$ cat src/rtl/bfly_prio_ctrl.sv
`default_nettype none
// ============================================================================
// Module   : bfly_prio_ctrl
// Brief    : Deterministic priority generator for the butterfly router levels:
//            rotating counter (advances on completed handshakes) or per-level
//            16-bit LFSRs (advance every enabled cycle).
// Revision : 1.0 - initial release
// ============================================================================
module bfly_prio_ctrl #(
    parameter int          NumOut     = 32,
    parameter int          NumLevels  = 5,
    parameter int          NumRouters = 16,
    parameter int          Randomize  = 0,
    parameter logic [15:0] LfsrSeed   = 16'hACE1
) (
    input  logic                                 clk_i,
    input  logic                                 rst_ni,
    input  logic                                 en_i,
    input  logic [NumOut-1:0]                    req_i,
    input  logic [NumOut-1:0]                    gnt_i,
    input  logic                                 seed_load_i,
    input  logic [15:0]                          seed_i,
    output logic [NumLevels-1:0][NumRouters-1:0] prio_o,
    output logic                                 fire_o
);

    logic w_fire;
    logic r_fire;

    assign w_fire = en_i & (|(req_i & gnt_i));
    assign fire_o = r_fire;

    always_ff @(posedge clk_i or negedge rst_ni) begin
        if (!rst_ni) begin
            r_fire <= 1'b0;
        end else begin
            r_fire <= w_fire;
        end
    end

    if (Randomize == 0) begin : g_cnt
        logic [NumLevels-1:0] r_cnt;
        logic                 w_unused_seed;

        assign w_unused_seed = ^seed_i;

        always_ff @(posedge clk_i or negedge rst_ni) begin
            if (!rst_ni) begin
                r_cnt <= '0;
            end else if (seed_load_i) begin
                r_cnt <= '0;
            end else if (w_fire) begin
                r_cnt <= r_cnt + 1'b1;
            end
        end

        // Counter MSB drives level 0, so the last level toggles on every fire.
        for (genvar l = 0; l < NumLevels; l++) begin : g_level
            assign prio_o[l] = {NumRouters{r_cnt[NumLevels-1-l]}};
        end
    end else begin : g_lfsr
        for (genvar l = 0; l < NumLevels; l++) begin : g_level
            localparam logic [15:0] c_seed_raw = LfsrSeed ^ 16'(l);
            localparam logic [15:0] c_seed_rst = (c_seed_raw == 16'h0000) ? 16'h0001 : c_seed_raw;

            logic [15:0] r_lfsr;
            logic [15:0] w_load_raw;
            logic [15:0] w_load;
            logic        w_fb;

            // An all-zero state would lock the LFSR, so zero loads become 1.
            assign w_load_raw = seed_i ^ 16'(l);
            assign w_load     = (w_load_raw == 16'h0000) ? 16'h0001 : w_load_raw;
            assign w_fb       = r_lfsr[15] ^ r_lfsr[13] ^ r_lfsr[12] ^ r_lfsr[10];

            always_ff @(posedge clk_i or negedge rst_ni) begin
                if (!rst_ni) begin
                    r_lfsr <= c_seed_rst;
                end else if (seed_load_i) begin
                    r_lfsr <= w_load;
                end else if (en_i) begin
                    r_lfsr <= {r_lfsr[14:0], w_fb};
                end
            end

            for (genvar r = 0; r < NumRouters; r++) begin : g_router
                assign prio_o[l][r] = r_lfsr[r % 16];
            end
        end
    end

endmodule
`default_nettype wire

$ cat config.mk
export PLATFORM = sky130hd
export DESIGN_NAME = bfly_prio_ctrl
export DESIGN_NICKNAME = d
export VERILOG_FILES = /design/src/rtl/bfly_prio_ctrl.sv
export SDC_FILE = /design/constraint.sdc
export NUM_CORES = 1
export LEC_CHECK = 0
export BUFFER_PORTS_ARGS = -buffer_cell sky130_fd_sc_hd__buf_2
export CAP_MARGIN = 5
export CORE_MARGIN = 1
export CORE_UTILIZATION = 24
export CTS_BUF_LIST = sky130_fd_sc_hd__clkbuf_8
export DETAILED_ROUTE_END_ITERATION = 10
export MAX_ROUTING_LAYER = met4
export PLACE_DENSITY_LB_ADDON = 0.25
export SYNTH_ARGS = -nofsm -noshare
export SYNTH_HDL_FRONTEND = slang
export SYNTH_SLANG_ARGS = --single-unit
$ cat constraint.sdc
create_clock -name clk_i -period 4.1 [get_ports clk_i]
set_clock_uncertainty 0.2 [all_clocks]
set_input_delay 0.41 -clock clk_i [delete_from_list [all_inputs] [get_ports clk_i]]
set_output_delay 0.41 -clock clk_i [all_outputs]
set_load 0.02 [all_outputs]
==> Implementation_results.wiki <==
{| class="wikitable"
! Metric !! Value
|-
| Number of cells on the worst reg-to-reg path || 4
|-
| Slew of the pin with the lowest slew margin || between 500 and 600 ps
|-
| Critical R2R Launch || g_cnt.r_cnt[0]$_DFFE_PN0P_
|-
| DRC || 0
|-
| First-pass GRT wire length || about 3.8 mm
|-
| Worst hold slack after final layout || between 200 and 250 ps
|-
| Required arrival time at the worst endpoint || about 4000 ps
|-
| Worst hold-check path type || primary input to register
|-
| Number of antenna repair diodes || 0
|-
| Critical Path End Type || register
|-
| Total overflow reported by the global router || 0
|-
| Final routed wirelength across all metal layers || 2.53 mm
|-
| Critical-path cell list || buf_2 > a22oi_1 > nand4_1 > o41ai_4 > mux2i_1 > nor2_1
|-
| F_max || approximately 520 MHz
|-
| R2r setup slk || roughly 2300 ps
|-
| Sink count of the clock tree || 6
|-
| Area taken by multi-input logic gates || 274 um2
|-
| Vias in the first global route || approximately 840
|-
| Die Y-Extent || around 66 um
|-
| Later-pin clock latency in the skew report || around 230 ps
|-
| Total vias in the final route || around 1,000
|-
| Number of synthesized flops with an enable pin || 0
|-
| Headroom to the max-slew limit || 62.2%
|-
| Number of buffers added by the clock tree synthesis step || 3
|-
| Count of cell instances traversed by the critical path || 6
|-
| Power density normalized to cell area || 224 nW/um2
|-
| Synth Instances || 120
|-
| Critical path arrival || around 1800 ps
|-
| Buf/Inv on CP || 1
|-
| Cell taking the most area after synthesis || buf_4
|-
| Synthesized area per cell || between 8 and 9 um2
|-
| Peak supply drop || roughly 150 uV
|-
| Per-cell routed wire length || between 10 and 15 um
|-
| Number of nets with antenna violations after detailed routing || 0
|-
| Final clock period utilization by the worst path || ~47%
|-
| Post-cts gate resize count || 0
|-
| Clock Pin Slew Worst Setup and Hold Paths || roughly 40 ps
|-
| Area of placed instances || 1230 um2
|-
| Synth Net Count || 205
|-
| Count of H-tree levels built during CTS || 1
|-
| Kind of cell adding the most delay to the critical path || compound AO/OA/AOI/OAI gates
|-
| Cell at the root of the clock tree || clkbuf_8
|-
| Flip-flop and latch count after synthesis || 6
|-
| Endpoint of the worst-slack reg-to-reg timing path || g_cnt.r_cnt[2]$_DFFE_PN0P_
|-
| # rows || 23
|-
| Worst setup path endpoint || g_cnt.r_cnt[1]$_DFFE_PN0P_
|-
| IO Pins || between 150 and 200
|-
| Largest stage delay, worst path || between 600 and 700 ps
|-
| Detail Placement HPWL || between 2 and 2.5 mm
|-
| Mapped cell area || ~1000 um2
|-
| Sum of negative setup slack || 0 ps
|-
| Post-synth ARST share || 100%
|-
| Core Footprint || 4000 um2
|-
| Ranking of synthesized cells by instance count || buf_4, a22oi_1, dfrtp_1
|-
| Static Leakage || 0.904 nW
|-
| IO buf count || ~150
|-
| Tot GR Track Use || 11.9%
|-
| Max-Cap Viols || 0
|-
| Unrepaired setup endpoints after global routing || no
|-
| Final Max Tran Viols || 0
|-
| Count of cell types in the netlist || 14
|-
| Outcome || finished clean
|-
| Slowest cell on the critical path || o41ai_4
|-
| Sequential-to-total area share from yosys stat || 15.1%
|-
| Largest fanout on the critical path || 9
|-
| Antenna violations before repair || 0
|-
| Die X || ~66 um
|-
| Net count reported at finish || between 200 and 300
|-
| First drt pass iteration count || 6
|-
| Starting utilization of the core area || roughly a quarter
|-
| Flip-flop cell with the highest count after synthesis || dfrtp_1
|-
| Area delta synth->final || 29.3%
|-
| Buffer levels on the longest clock path || 2
|-
| Post-layout min period || roughly 1900 ps
|-
| CTS tree || yes
|-
| Non-Filler Cell Area, Final || 1290 um2
|-
| Fraction of layout instances using a drive strength above 1 || about four fifths
|-
| Setup violation total in the final timing report || 0
|-
| Worst setup path category || primary input to register
|-
| Final total power || roughly 0.29 mW
|-
| Count of yosys warnings during synthesis || 0
|-
| Register cell area after layout || ~150 um2
|-
| Hold violation total from the final report || 0
|-
| Most repeated cell in the gate-level netlist after synthesis || buf_4
|-
| Post-synth top area share || approximately 57%
|-
| Timing startpoint of the critical path || req_i[3]
|-
| Area contributors post-synth || buf_4, dfrtp_1, a22oi_1, o41ai_4, nand4_1
|-
| End-of-flow core utilization || around a third
|-
| Number of filler instances in the final layout || approximately 420
|-
| Violation count after the first detailed-routing iteration || 10
|-
| Startpoint kind of the worst setup timing path || primary input
|-
| Pin count of the biggest net entering global routing || 21
|-
| Die Area || roughly 4400 um2
|-
| Average via count per standard cell || ~4.1
|-
| Final weighted congestion in routability-driven placement || about 0.8
|}
-- logic make-up (layout without fill, tap and decap cells) --
family | after synthesis | count (layout) | share of synthesized area, %
buffers and inverters | 77 | 154 | 57.4
xor gates and xnor gates | 1 | 1 | 0.881
adders and majority gates | 1 | 1 | 1.26
AOI/OAI and AO/OA | 23 | 23 | 17.9
muxes | 1 | 1 | 1.01
and+or+nand+nor | 11 | 11 | 6.54
DFF | 6 | 6 | 15.1
-- repair_timing --
| action | CTS | global route |
|---|---|---|
| endpoints found under the setup margin | 0 | 0 |
| endpoints found under the hold margin | 6 | 0 |
| hold buffers | 1 | 0 |
| buffers inserted | 0 | 0 |
-- how the worst min path moves through the flow --
stage                      from                    endpoint  slack (ps)  cells past startpoint
floorplan                rst_ni            fire_o$_DFF_PN0_         -90                      0
global placement         rst_ni  g_cnt.r_cnt[4]$_DFFE_PN0P_          50                      1
detailed placement       rst_ni  g_cnt.r_cnt[4]$_DFFE_PN0P_          50                      1
CTS                 seed_load_i  g_cnt.r_cnt[3]$_DFFE_PN0P_         210                      2
global route        seed_load_i  g_cnt.r_cnt[2]$_DFFE_PN0P_         210                      2
finish              seed_load_i  g_cnt.r_cnt[3]$_DFFE_PN0P_         200                      2
-- layout make-up --
class,count,share of cell area [%]
well taps,50,4.86
clock buffers,3,3.21
repair buffers,149,58.4
inverters,2,0.584
multi-input cells,37,21.3
flip-flops and latches,6,11.7
-- power breakdown --
part / internal [mW] / total (mW) / switching (mW)
Sequential: 0.0620 / 0.0696 / 0.00759
Clock: 0.0632 / 0.0900 / 0.0269
Combinational: 0.0543 / 0.128 / 0.0738
-- layout by cell type (no fill, tap or decap), drive strengths merged --
| cell type | Yosys | final |
|---|---|---|
| xor2 | 1 | 1 |
| or3 | 3 | 3 |
| ha | 1 | 1 |
| a21oi | 3 | 3 |
| a22oi | 16 | 16 |
| mux2i | 1 | 1 |
| nand3 | 2 | 2 |
| inv | 2 | 2 |
| o21ai | 3 | 3 |
| clkbuf | 0 | 3 |
| dlygate4sd3 | 0 | 1 |
| nand4 | 4 | 4 |
| buf | 75 | 148 |
| o41ai | 1 | 1 |
| nor2 | 2 | 2 |
| dfrtp | 6 | 6 |
-- routing by layer --
metal | global-route usage [%] | part of all wire (%) | vias up
li1 | - | - | 494
met1 | 11.7 | 37 | 454
met2 | 21.6 | 52 | 61
met3 | 3.10 | 8.2 | 7
met4 | 6.12 | 2.3 | 0
met5 | - | 0 | -
-- metrics by stage --
stage	worst slack [ps]	cells
after global routing	2010	247
after detailed placement	1940	243
after global placement	1900	243
after CTS	2160	247
after floorplan	2230	120
final	2190	247
-- state kept, by name, summed over array words and instances, names as in the netlist --
name and count:
g_cnt.r_cnt 5, fire_o 1
Power figures use the tool's default switching activity.
